$ cat src/rtl/nfc_host_cmd_scheduler.sv
`default_nettype none
// ============================================================================
//  Module      : nfc_host_cmd_scheduler
//  Description : Host-side command stage of the NAND flash controller.
//                Buffers host commands in a FIFO and issues them in order on
//                the controller command valid/ready port. Each command waits
//                for its way's ready/busy line before it is presented. A
//                status-bearing command holds further issue until a status
//                beat returns or a timeout expires. Controller status is
//                forwarded to the host one cycle late.
//
//  Ports       : iSystemClock / iReset_n      clock, async active-low reset
//                iHost*                       host command + valid
//                oHostCMDReady                queue not full
//                o{Opcode..Length}, oCMDValid command to controller
//                iCMDReady                    controller accepts command
//                iReadyBusy                   per-way R/B, 1 = ready
//                iStatus / iStatusValid       controller status beat
//                oHostStatus / oHostStatusValid  registered status to host
//                oTimeout / oWayError         single-cycle event pulses
//                oQueueCount / oIdle          occupancy and idle flag
//
//  Revision    : 1.0  initial release
// ============================================================================
module nfc_host_cmd_scheduler #(
    parameter int NumberOfWays  = 2,
    parameter int WayBits       = 1,
    parameter int QueueDepth    = 4,
    parameter int TimeoutCycles = 1000000
) (
    input  logic                          iSystemClock,
    input  logic                          iReset_n,
    input  logic [5:0]                    iHostOpcode,
    input  logic [4:0]                    iHostTargetID,
    input  logic [4:0]                    iHostSourceID,
    input  logic [31:0]                   iHostAddress,
    input  logic [15:0]                   iHostLength,
    input  logic [WayBits-1:0]            iHostWay,
    input  logic                          iHostExpectStatus,
    input  logic                          iHostCMDValid,
    output logic                          oHostCMDReady,
    output logic [5:0]                    oOpcode,
    output logic [4:0]                    oTargetID,
    output logic [4:0]                    oSourceID,
    output logic [31:0]                   oAddress,
    output logic [15:0]                   oLength,
    output logic                          oCMDValid,
    input  logic                          iCMDReady,
    input  logic [NumberOfWays-1:0]       iReadyBusy,
    input  logic [23:0]                   iStatus,
    input  logic                          iStatusValid,
    output logic [23:0]                   oHostStatus,
    output logic                          oHostStatusValid,
    output logic                          oTimeout,
    output logic                          oWayError,
    output logic [$clog2(QueueDepth):0]   oQueueCount,
    output logic                          oIdle
);

    localparam int c_PTR_BITS   = $clog2(QueueDepth);
    localparam int c_COUNT_BITS = c_PTR_BITS + 1;
    localparam int c_TIMER_BITS = $clog2(TimeoutCycles);
    localparam int c_WAY_SLOTS  = 1 << WayBits;
    localparam int c_ENTRY_BITS = 1 + WayBits + 16 + 32 + 5 + 5 + 6;

    localparam logic [c_COUNT_BITS-1:0] c_FULL_COUNT  = c_COUNT_BITS'(QueueDepth);
    localparam logic [c_TIMER_BITS-1:0] c_TIMER_LIMIT = c_TIMER_BITS'(TimeoutCycles - 1);

    localparam logic [1:0] c_IDLE        = 2'd0;
    localparam logic [1:0] c_WAIT_WAY    = 2'd1;
    localparam logic [1:0] c_ISSUE       = 2'd2;
    localparam logic [1:0] c_WAIT_STATUS = 2'd3;

    // ------------------------------------------------------------------
    // Command queue
    // ------------------------------------------------------------------
    logic [c_ENTRY_BITS-1:0] r_queueMem [QueueDepth];
    logic [c_PTR_BITS-1:0]   r_wrPtr;
    logic [c_PTR_BITS-1:0]   r_rdPtr;
    logic [c_COUNT_BITS-1:0] r_count;

    logic [1:0]              r_state;
    logic                    w_push;
    logic                    w_pop;
    logic [c_ENTRY_BITS-1:0] w_pushEntry;
    logic [c_ENTRY_BITS-1:0] w_headEntry;

    logic [5:0]              w_headOpcode;
    logic [4:0]              w_headTargetId;
    logic [4:0]              w_headSourceId;
    logic [31:0]             w_headAddress;
    logic [15:0]             w_headLength;
    logic [WayBits-1:0]      w_headWay;
    logic                    w_headExpect;
    logic                    w_headWayValid;

    // Ready is derived from the registered count only, so a pop in the same
    // cycle never opens a slot for a push while full.
    assign oHostCMDReady = (r_count != c_FULL_COUNT);
    assign w_push        = iHostCMDValid && oHostCMDReady;
    assign w_pop         = (r_state == c_IDLE) && (r_count != '0);

    assign w_pushEntry = {iHostExpectStatus, iHostWay, iHostLength, iHostAddress,
                          iHostSourceID, iHostTargetID, iHostOpcode};
    assign w_headEntry = r_queueMem[r_rdPtr];
    assign {w_headExpect, w_headWay, w_headLength, w_headAddress,
            w_headSourceId, w_headTargetId, w_headOpcode} = w_headEntry;

    // Storage needs no reset: an entry is only read once count covers it.
    always_ff @(posedge iSystemClock) begin
        if (w_push) begin
            r_queueMem[r_wrPtr] <= w_pushEntry;
        end
    end

    // Pointers are c_PTR_BITS wide, so they wrap modulo the power-of-two depth.
    always_ff @(posedge iSystemClock or negedge iReset_n) begin
        if (!iReset_n) begin
            r_wrPtr <= '0;
            r_rdPtr <= '0;
            r_count <= '0;
        end else begin
            if (w_push) begin
                r_wrPtr <= r_wrPtr + 1'b1;
            end
            if (w_pop) begin
                r_rdPtr <= r_rdPtr + 1'b1;
            end
            case ({w_push, w_pop})
                2'b10:   r_count <= r_count + 1'b1;
                2'b01:   r_count <= r_count - 1'b1;
                default: r_count <= r_count;
            endcase
        end
    end

    // A way index field wider than the number of ways can encode
    // non-existent ways; only then is a range check needed.
    generate
        if (c_WAY_SLOTS > NumberOfWays) begin : g_wayRangeCheck
            assign w_headWayValid = (int'(w_headWay) < NumberOfWays);
        end else begin : g_wayAlwaysValid
            assign w_headWayValid = 1'b1;
        end
    endgenerate

    // R/B padded to the full index range so any r_way value selects in range.
    logic [c_WAY_SLOTS-1:0] w_rbPadded;
    always_comb begin
        w_rbPadded                     = '0;
        w_rbPadded[NumberOfWays-1:0]   = iReadyBusy;
    end

    // ------------------------------------------------------------------
    // Issue FSM
    // ------------------------------------------------------------------
    logic [5:0]              r_opcode;
    logic [4:0]              r_targetId;
    logic [4:0]              r_sourceId;
    logic [31:0]             r_address;
    logic [15:0]             r_length;
    logic [WayBits-1:0]      r_way;
    logic                    r_expect;
    logic                    r_cmdValid;
    logic [c_TIMER_BITS-1:0] r_timer;
    logic                    r_timeout;
    logic                    r_wayError;

    always_ff @(posedge iSystemClock or negedge iReset_n) begin
        if (!iReset_n) begin
            r_state    <= c_IDLE;
            r_opcode   <= '0;
            r_targetId <= '0;
            r_sourceId <= '0;
            r_address  <= '0;
            r_length   <= '0;
            r_way      <= '0;
            r_expect   <= 1'b0;
            r_cmdValid <= 1'b0;
            r_timer    <= '0;
            r_timeout  <= 1'b0;
            r_wayError <= 1'b0;
        end else begin
            r_timeout  <= 1'b0;
            r_wayError <= 1'b0;
            case (r_state)
                c_IDLE: begin
                    if (w_pop) begin
                        r_opcode   <= w_headOpcode;
                        r_targetId <= w_headTargetId;
                        r_sourceId <= w_headSourceId;
                        r_address  <= w_headAddress;
                        r_length   <= w_headLength;
                        r_way      <= w_headWay;
                        r_expect   <= w_headExpect;
                        // A command for a non-existent way is dropped here.
                        if (!w_headWayValid) begin
                            r_wayError <= 1'b1;
                        end else begin
                            r_state <= c_WAIT_WAY;
                        end
                    end
                end
                c_WAIT_WAY: begin
                    if (w_rbPadded[r_way]) begin
                        r_cmdValid <= 1'b1;
                        r_state    <= c_ISSUE;
                    end
                end
                c_ISSUE: begin
                    if (iCMDReady) begin
                        r_cmdValid <= 1'b0;
                        if (r_expect) begin
                            r_timer <= '0;
                            r_state <= c_WAIT_STATUS;
                        end else begin
                            r_state <= c_IDLE;
                        end
                    end
                end
                c_WAIT_STATUS: begin
                    // A status beat on the limit cycle wins over the timeout.
                    if (iStatusValid) begin
                        r_state <= c_IDLE;
                    end else if (r_timer == c_TIMER_LIMIT) begin
                        r_timeout <= 1'b1;
                        r_state   <= c_IDLE;
                    end else begin
                        r_timer <= r_timer + 1'b1;
                    end
                end
                default: begin
                    r_state <= c_IDLE;
                end
            endcase
        end
    end

    // ------------------------------------------------------------------
    // Status forwarding: unconditional one-cycle delay, independent of FSM
    // ------------------------------------------------------------------
    logic [23:0] r_hostStatus;
    logic        r_hostStatusValid;

    always_ff @(posedge iSystemClock or negedge iReset_n) begin
        if (!iReset_n) begin
            r_hostStatus      <= '0;
            r_hostStatusValid <= 1'b0;
        end else begin
            r_hostStatus      <= iStatus;
            r_hostStatusValid <= iStatusValid;
        end
    end

    assign oOpcode          = r_opcode;
    assign oTargetID        = r_targetId;
    assign oSourceID        = r_sourceId;
    assign oAddress         = r_address;
    assign oLength          = r_length;
    assign oCMDValid        = r_cmdValid;
    assign oHostStatus      = r_hostStatus;
    assign oHostStatusValid = r_hostStatusValid;
    assign oTimeout         = r_timeout;
    assign oWayError        = r_wayError;
    assign oQueueCount      = r_count;
    assign oIdle            = (r_count == '0) && (r_state == c_IDLE);

endmodule
`default_nettype wire
$ cat config.mk
export PLATFORM = sky130hd
export DESIGN_NAME = nfc_host_cmd_scheduler
export DESIGN_NICKNAME = d
export VERILOG_FILES = /design/src/rtl/nfc_host_cmd_scheduler.sv
export SDC_FILE = /design/constraint.sdc
export NUM_CORES = 1
export LEC_CHECK = 0
export CORE_MARGIN = 4
export CORE_UTILIZATION = 35
export CTS_CLUSTER_SIZE = 28
export DETAILED_ROUTE_END_ITERATION = 8
export SLEW_MARGIN = 15
export SYNTH_ARGS = -nofsm -noshare
export SYNTH_HDL_FRONTEND = slang
export SYNTH_SLANG_ARGS = --single-unit
export TNS_END_PERCENT = 50
$ cat constraint.sdc
create_clock -name iSystemClock -period 3.8 [get_ports iSystemClock]
set_clock_uncertainty 0.1 [all_clocks]
set_input_delay 0.76 -clock iSystemClock [delete_from_list [all_inputs] [get_ports iSystemClock]]
set_output_delay 0.76 -clock iSystemClock [all_outputs]
set_load 0.01 [all_outputs]
**Word level (Yosys, flattened, before mapping)**

Memories as Yosys holds them, arrays and structs flattened. A register that Yosys moved wholly into a read port is not among the register bits.
Cells that the tools add are included.

- Flip-flop bits (word level): 56
- Memories kept: 1
- Memory bits (writable): 264
- Bits of input ports: 97
- Output and inout port bits: 97

- $lt $le $gt $ge: 1
- Muxes and demuxes: 23
- Equality and inequality tests: 14
- Reductions and logical operators: 14
- Add/sub/neg operators: 5

Memories:

| memory | depth | width | read ports | clocked after Yosys merged registers in | wr ports | RTL line | source |
|---|---|---|---|---|---|---|---|
| r_queueMem | 4 | 66 | 1 | 1 | 1 | 77 | `logic [c_ENTRY_BITS-1:0] r_queueMem [QueueDepth];` |

Operators by type and width:

| operator | count |
|---|---|
| 20-bit two-way mux | 4 |
| 20-bit one-hot mux with 2 select lines | 1 |
| 20-bit by 1-bit adder with 20-bit output (second input constant) | 1 |
| 20-bit == test (second input constant) | 1 |
| 2-bit two-way mux | 6 |
| 2-bit != test (second input constant) | 6 |
| 1-bit two-way mux | 9 |
| 2-bit one-hot mux with 4 select lines | 1 |
| 2-bit == test (second input constant) | 3 |
| 3-bit != test (second input constant) | 2 |
| 3-bit one-hot mux with 2 select lines | 1 |
| 2-bit nonzero test | 3 |
| 5-bit AND reduction | 1 |
| 2-bit by 1-bit adder with 2-bit output (second input constant) | 2 |
| 2-bit by 1-bit == test with 1-bit output (second input constant) | 2 |
| 4-bit AND reduction | 1 |
| 3-bit by 1-bit adder with 3-bit output (second input constant) | 1 |
| 1-bit logical AND | 3 |
| 3-bit zero test | 1 |
| 3-bit AND reduction | 1 |
| 3-bit nonzero test | 1 |
| 3-bit by 1-bit subtractor with 3-bit output (second input constant) | 1 |
| 2-bit zero test | 1 |
| 1-bit by 2-bit less-than comparator with 1-bit output (second input constant) | 1 |
| other kinds (3) | 3 |

**Depth between registers and ports, before layout**

Gate-level depths: netlist of the first run.

- Depth in word-level cells: 4
- Mapped depth: 12

**Worst setup path after synthesis of the first run**

Ideal clock, no wire load.

- Path kind: input port to flip-flop
- Start point: input iHostCMDValid
- End point: memory r_queueMem[0][0] (netlist bit), enable pin
- Path slack: 0.919 ns
- Stages: 1
- Arrival time: 2.350 ns
- Data required time: 3.268 ns
- Cells stage by stage: and3_1

- Word-level cells in the longest chain between the ends: 3

RTL lines:

| element | RTL line | source |
|---|---|---|
| from (decl) | 40 | `input logic iHostCMDValid,` |
| 1-bit logical AND | 100 | `assign w_push = iHostCMDValid && oHostCMDReady;` |
| 1-bit two-way mux | 111 | `if (w_push) begin` |
| 1-bit two-way mux (implied by the code) | 112 | `r_queueMem[r_wrPtr] <= w_pushEntry;` |
| to (decl) | 77 |  |

Every way passes these cells.

**Worst setup path in the final report of the first run**

- Start point: register r_count[0] (netlist: oQueueCount[0])
- End point: output oIdle

- Word-level cells in the longest chain between the ends: 2

RTL lines:

| element | RTL line | source |
|---|---|---|
| from (decl) | 80 | `logic [c_COUNT_BITS-1:0] r_count;` |
| from (signal assigned) | 130 | `2'b10: r_count <= r_count + 1'b1;` |
| from (signal assigned) | 131 | `2'b01: r_count <= r_count - 1'b1;` |
| from (signal assigned) | 132 | `default: r_count <= r_count;` |
| 3-bit zero test | 266 | `assign oIdle = (r_count == '0) && (r_state == c_IDLE);` |
| 1-bit logical AND | 266 |  |
| to (decl) | 57 | `output logic oIdle` |

Every way passes these cells.

==> results of run 1 <==
final timing paths:
path                                 to  slack (ns)  cells past startpoint
min                        oSourceID[0]        0.15                      1
min in group iSystemClock     oCMDValid        0.38                      2
max in group asynchronous    oOpcode[0]        2.66                      2
max                               oIdle        0.83                      3
min reg2reg                   oCMDValid        0.38                      2
max reg2reg                  r_state[1]        1.27                      5
power by group through the flow:
stage          registers [mW]  clock network (mW)  logic [mW]
4_1_cts                  6.33                4.12        4.08
3_5_place_dp             6.40                   0        4.06
3_3_place_gp             6.38                   0        4.02
5_1_grt                  6.44                4.30        4.28
2_1_floorplan            6.20                   0        2.43
6_report                 6.29                3.99        3.96
cell usage in the layout, fill, tap and decap left out, types with 3 or more instances in the layout:
| cell | synthesis | final |
|---|---|---|
| bufinv_16 | 0 | 3 |
| and3_1 | 8 | 3 |
| ha_1 | 6 | 6 |
| nor2_1 | 9 | 9 |
| nor3_1 | 5 | 5 |
| clkinv_1 | 0 | 6 |
| a41oi_1 | 3 | 3 |
| a31oi_1 | 9 | 9 |
| and2_1 | 4 | 4 |
| mux2i_1 | 4 | 4 |
| a21oi_1 | 9 | 9 |
| o21ai_0 | 6 | 6 |
| xnor2_1 | 3 | 3 |
| clkinv_2 | 0 | 5 |
| o21a_1 | 3 | 3 |
| inv_1 | 8 | 8 |
| xor2_1 | 3 | 3 |
| clkbuf_8 | 0 | 5 |
| clkinvlp_4 | 0 | 3 |
| nand3_1 | 19 | 19 |
| clkbuf_16 | 0 | 43 |
| clkbuf_1 | 11 | 9 |
| dfrtp_1 | 122 | 120 |
| a211o_1 | 3 | 3 |
| clkdlybuf4s50_1 | 0 | 191 |
| nand2_1 | 18 | 18 |
| buf_4 | 2 | 3 |
| mux4_2 | 66 | 66 |
| and3_4 | 0 | 5 |
| buf_12 | 0 | 6 |
| mux2_2 | 66 | 66 |
| edfxtp_1 | 264 | 264 |
layout make-up:
cell class,count,share of cell area
clock buffers,57,0.06421
repair buffers,201,0.1125
well taps,525,0.03579
multi-input cells,277,0.1770
flip-flops and latches,386,0.5986
clock inverters,20,0.01016
inverters,8,0.001636
worst register-to-register path: cells and delay by family (launching register included):
| kind | cells | cell delay (ns) |
|---|---|---|
| adder cells (fa/ha/maj) | 1 | 0.23 |
| flip-flops | 1 | 0.40 |
| AO/OA/AOI/OAI | 3 | 1.48 |
| AND/OR/NAND/NOR | 1 | 0.22 |
cell families after synthesis:
kind of cell / share of synthesized area
other cells: 0.0002608
mux: 0.1578
compound gates: 0.02262
xor+xnor: 0.003655
fa+ha+maj: 0.006613
flops: 0.7636
buf+inv: 0.01218
simple gates: 0.03324
synthesized netlist by cell type, types with 3 or more instances:
library cell,count
edfxtp_1,264
dfrtp_1,122
mux2_2,66
mux4_2,66
nand3_1,19
nand2_1,18
buf_2,11
clkbuf_1,11
a21oi_1,9
a31oi_1,9
nor2_1,9
and3_1,8
inv_1,8
ha_1,6
o21ai_0,6
nor3_1,5
and2_1,4
mux2i_1,4
a211o_1,3
a41oi_1,3
buf_1,3
o21a_1,3
xnor2_1,3
xor2_1,3
per-layer routing:
metal	track usage	share of wire
met5	0	0
met4	0.04047	0.020
met3	0.03312	0.057
met2	0.2210	0.49
met1	0.1829	0.44
flip-flops by register name, summed over array words and instances, names as in the netlist:
register,cells
oSourceID,5
oOpcode,6
r_state,2
oTargetID,5
oQueueCount,3
oTimeout,1
oLength,16
r_queueMem,264
oCMDValid,1
r_way,1
r_timer,20
oAddress,32
r_wrPtr,2
r_expect,1
r_rdPtr,2
oHostStatus,24
oHostStatusValid,1
through the flow:
stage	hold slack (ns)	cells	util	worst slack (ns)	cell area (µm²)
6_report	0.1462	1474	0.4567	0.8287	18360
5_1_grt	0.1846	1474	0.4567	0.7590	18360
4_1_cts	0.1458	1474	0.4567	0.7816	18360
3_5_place_dp	0.3776	1397	0.4228	1.069	16990
3_3_place_gp	0.3747	1397	0.4228	1.066	16990
2_1_floorplan	0.3644	700	-	0.9189	14380
==> key figures, run 1 <==
Setup path
  – Delay-heaviest family, CP: simple AND/OR/NAND/NOR gates
  – Worst r2r src: r_timer[0]
  – Slowest library cell on the worst path: clkdlybuf4s50_1
  – Worst setup path class: flop to output port
  – WP buf/inv: 1
  – Max FO, Critical Path: 4
  – CP required: 2.94 ns
  – Crit start category: flop
  – Worst Path Arrival: 2.11 ns
  – CP max stage delay: 0.57 ns
  – CP Cell Sequence: or3_1 -> nor3_1 -> clkdlybuf4s50_1
  – Crit. End Element: output port
  – CP Launch Point: oQueueCount[0]

Global routing
  – Global Route Usage Sum: 0.1357
  – Largest net degree at the start of global routing: 68
  – Grt ovf: 0
  – Initial antenna violation count: 0
  – Vias in the first global route: 7759
  – First-pass GRT wire length: 46.54 mm

Power and ir drop
  – Static Leak: 6.434 nW
  – VDD IR max: 501.7 µV
  – Pint: 10.28 mW
  – Power share of the sequential group: 0.442
  – NetSw: 3.958 mW
  – Clk pwr share: 0.280
  – Overall Power: 14.24 mW
  – Comb power frac: 0.278
  – PD cells: 775.6 mW/mm²
  – Switching Share: 0.2780

Drt
  – Drt pass-1 iters: 4
  – Drt first-iter violations: 435
  – Vias per cell: 4.912
  – Via Count: 7241
  – Routed len/inst: 20.46 µm
  – ANT nets after route: 0
  – DRC Markers: 0
  – Routed wire length: 30.15 mm

Clock network
  – Postcts setup bufs: 0
  – Clock root cell: clkbuf_16
  – CTS tree: built
  – Max clock buf depth: 3
  – Total CTS buffers: 43
  – Latest clock arrival within the worst-skew pair: 0.54 ns
  – CTS hold repair buffers: 0
  – Htree depth: 2
  – Clk sink count: 386
  – Number of gates resized after cts: 0
  – Reg clk slew, reported paths: 0.06 ns

Final layout
  – Multi-input logic area: 0.003249 mm²
  – Area Overhead vs Synth: 27.64%
  – Nets: 1021
  – N_diodes: 0
  – Layout cells sized above 1: 0.2392
  – Fillers: 3450
  – Register Area: 0.01099 mm²

Die
  – Ports: 194
  – Initial Utilization: 0.3578
  – Die area: 0.04439 mm²
  – Die width: 210.7 µm
  – Die span in y: 210.7 µm
  – Core Area: 0.04019 mm²
  – Num rows: 73

Timing
  – Final Hold Vio Count: 0
  – RSZ-0062 raised after global routing: no
  – Crit share post-route: 0.7819
  – Tightest Pin Transition: 1.087 ns
  – Endpoints failing setup: 0
  – Setup TNS Final: 0 ns
  – Fmax: 336.6 MHz
  – Max-slew violation count: 0
  – Slew HR: 0.2753
  – Final period demand of the worst path: 2.971 ns

Synth
  – Async set-reset flop share out of synthesis: 0.3161
  – Seq/Total Area, Yosys: 0.7636
  – Post-Syn Instances: 700
  – Synth area leaders: edfxtp_1 55%, dfrtp_1 21%, mux4_2 10%
  – Post-Syn Area: 0.01438 mm²
  – Largest area contributor in the netlist: edfxtp_1
  – EDFF count, synth: 264
  – Yosys top cell area share: 0.5513
  – Synth Register Bits: 386
  – Syn nets: 804
  – Count of cell types in the netlist: 53
  – Synthesis Warnings: 0
  – Ys flop type: edfxtp_1
  – Syn avg cell area: 20.54 µm²

Place
  – Post-DP HPWL: 18.21 mm
  – GP Congestion: 0.7439
  – Port Buffer Count: 192

Hold path
  – Hold WC Path Type: input pin to async pin

Status
  – Run status: finished clean

Flow run
  – Number of maximum-capacitance violations: 0
Note: power is estimated with default switching activity, not from simulation.
==> inputs of run 2 (changes only) <==
==> constraint.sdc (replaced) <==
create_clock -name iSystemClock -period 2.7 [get_ports iSystemClock]
set_clock_uncertainty 0.1 [all_clocks]
set_input_delay 0.54 -clock iSystemClock [delete_from_list [all_inputs] [get_ports iSystemClock]]
set_output_delay 0.54 -clock iSystemClock [all_outputs]
set_load 0.01 [all_outputs]
==> key figures, run 2 (synthesized netlist as in run 1, its figures left out) <==
Power and ir drop
  – Static Leak: 6.565 nW (was 6.434 nW)
  – VDD IR max: 527.1 µV (was 501.7 µV)
  – Overall Power: 20.37 mW (was 14.24 mW)
  – PD cells: 1095 mW/mm² (was 775.6 mW/mm²)

Setup path
  – Worst setup path class: flop to output port (unchanged)
  – Crit start category: flop (unchanged)
  – R2r endpoint: oQueueCount[2] (was r_state[1])
  – CP required: 2.06 ns (was 2.94 ns)
  – Worst Path Arrival: 1.84 ns (was 2.11 ns)
  – Max FO, Critical Path: 6 (was 4)
  – FF-to-FF path depth: 10 (was 5)
  – Crit. End Element: output port (unchanged)
  – R2R setup slack: 0.47 ns (was 1.27 ns)
  – Worst r2r src: oQueueCount[0] (was r_timer[0])

Final layout
  – Final core occ: 0.4627 (was 0.4567)
  – Nets: 1036 (was 1021)
  – Layout cells sized above 1: 0.2573 (was 0.2392)
  – Commonest non-fill, non-tap cell in the layout: edfxtp_1 (unchanged)
  – Final instance area: 0.01859 mm² (was 0.01836 mm²)
  – Max reg flops: 264 (unchanged)
  – Reg with most FFs: r_queueMem (unchanged)
  – Most frequent cells in the layout: 264 x edfxtp_1, 190 x clkdlybuf4s50_1, 120 x dfrtp_1 (was 264 x edfxtp_1, 191 x clkdlybuf4s50_1, 120 x dfrtp_1)
  – Area Overhead vs Synth: 29.30% (was 27.64%)
  – N_diodes: 0 (unchanged)
  – Fillers: 3425 (was 3450)

Clock network
  – Htree depth: 2 (unchanged)
  – Total CTS buffers: 41 (was 43)
  – Clk sink count: 386 (unchanged)
  – CTS tree: built (unchanged)
  – Postcts setup bufs: 0 (unchanged)
  – Clock root cell: clkbuf_16 (unchanged)
  – Max clock buf depth: 3 (unchanged)
  – Reg clk slew, reported paths: 0.06 ns (about the same)
  – Latest clock arrival within the worst-skew pair: 0.53 ns (was 0.54 ns)

Global routing
  – Global Route Usage Sum: 0.1379 (was 0.1357)
  – Vias in the first global route: 7753 (was 7759)
  – Largest net degree at the start of global routing: 69 (was 68)
  – Initial antenna violation count: 2 (was 0)
  – Grt ovf: 0 (unchanged)
  – First-pass GRT wire length: 47.25 mm (was 46.54 mm)

Drt
  – Routed wire length: 30.44 mm (was 30.15 mm)
  – Via Count: 7294 (was 7241)
  – Drt pass-1 iters: 4 (unchanged)
  – DRC Markers: 0 (unchanged)
  – Drt first-iter violations: 486 (was 435)
  – ANT nets after route: 0 (unchanged)
  – Routed len/inst: 20.44 µm (was 20.46 µm)
  – Vias per cell: 4.899 (was 4.912)

Die
  – Die area: 0.04439 mm² (unchanged)
  – Initial Utilization: 0.3578 (unchanged)
  – Ports: 194 (unchanged)
  – Core Area: 0.04019 mm² (unchanged)
  – Die width: 210.7 µm (unchanged)
  – Num rows: 73 (unchanged)
  – Die span in y: 210.7 µm (unchanged)

Timing
  – Endpoints failing setup: 0 (unchanged)
  – Max-slew violation count: 0 (unchanged)
  – RSZ-0062 raised after global routing: no (unchanged)
  – Fmax: 403.6 MHz
  – Final period demand of the worst path: 2.478 ns
  – Hold slack: 0.3478 ns (was 0.1462 ns)
  – Setup TNS Final: 0 ns (unchanged)
  – Slew HR: 0.4789 (was 0.2753)
  – Final Hold Vio Count: 0 (unchanged)
  – Crit share post-route: 0.9177
  – Tightest Pin Transition: 0.7787 ns (was 1.087 ns)

Hold path
  – Hold Path Depth: 1
  – Hold endpoint: oHostStatus[1]
  – Hold Startpoint: iStatus[1]
  – Hold WC Path Type: input pin to flop (was input pin to async pin)

Place
  – Port Buffer Count: 192 (unchanged)
  – Post-DP Area: 0.01719 mm² (was 0.01699 mm²)
  – Post-DP HPWL: 19.08 mm (was 18.21 mm)
  – GP Congestion: 0.7756 (was 0.7439)

Flow run
  – Number of maximum-capacitance violations: 0 (unchanged)

Status
  – Run status: finished clean (unchanged)
## run 2: layout make-up
cell class	instances	area (µm²)	share of cell area
clock buffer	53	1142	0.06144
clock inverter	22	257.7	0.01386
inverter	8	30.03	0.001615
multi-input combinational	277	3249	0.1748
sequential	386	10990	0.5909
tap	525	656.9	0.03533
timing repair buffer	218	2270	0.1221
## run 2: how the worst max path moves through the flow
stage | startpoint | to | slack, ns | cells past startpoint
after floorplan | oQueueCount[0] | r_queueMem[2][0] | -0.18 | 3
after global placement | iHostCMDValid | oQueueCount[2] | 0.21 | 9
after detailed placement | iHostCMDValid | oQueueCount[2] | 0.22 | 9
after CTS | oQueueCount[0] | oHostCMDReady | 0.16 | 3
after global routing | oQueueCount[0] | oHostCMDReady | 0.1 | 3
final | oQueueCount[0] | oHostCMDReady | 0.22 | 3
## run 2: timing repair
item,CTS,global route
hold buffers,1,0
endpoints found under the setup margin,1,0
hold endpoints to repair,43,0
resized for setup,1,0
## run 2: layer usage
metal | part of all wire | GRT usage | vias up | wire length [µm]
met2 | 0.46 | 0.2126 | 213 | 14020
met5 | 0.0011 | 0 | - | 34
li1 | - | - | 3271 | -
met1 | 0.45 | 0.1936 | 3763 | 13840
met4 | 0.019 | 0.04158 | 4 | 591
met3 | 0.064 | 0.03787 | 43 | 1944
## run 2: per-stage QoR
| stage | setup WS [ns] | cells |
|---|---|---|
| final | 0.2223 | 1489 |
| after CTS | 0.1559 | 1489 |
| after detailed placement | 0.2205 | 1413 |
| after global routing | 0.09964 | 1489 |
| after floorplan | -0.1775 | 700 |
| after global placement | 0.2099 | 1413 |
## run 2: report_power, final
part	switching (mW)	internal, mW	total, mW	leakage (nW)
Sequential	0.769	7.89	8.66	3.88
Combinational	2.61	3.38	5.99	2.00
Clock	2.24	3.48	5.71	0.681
Total	5.62	14.7	20.4	6.56
## run 2: worst max-delay path: stages (launching register included)
cell	delay (ns)
dfrtp_1	0.40
inv_1	0.09
nand3_1	0.21
clkdlybuf4s50_1	0.61
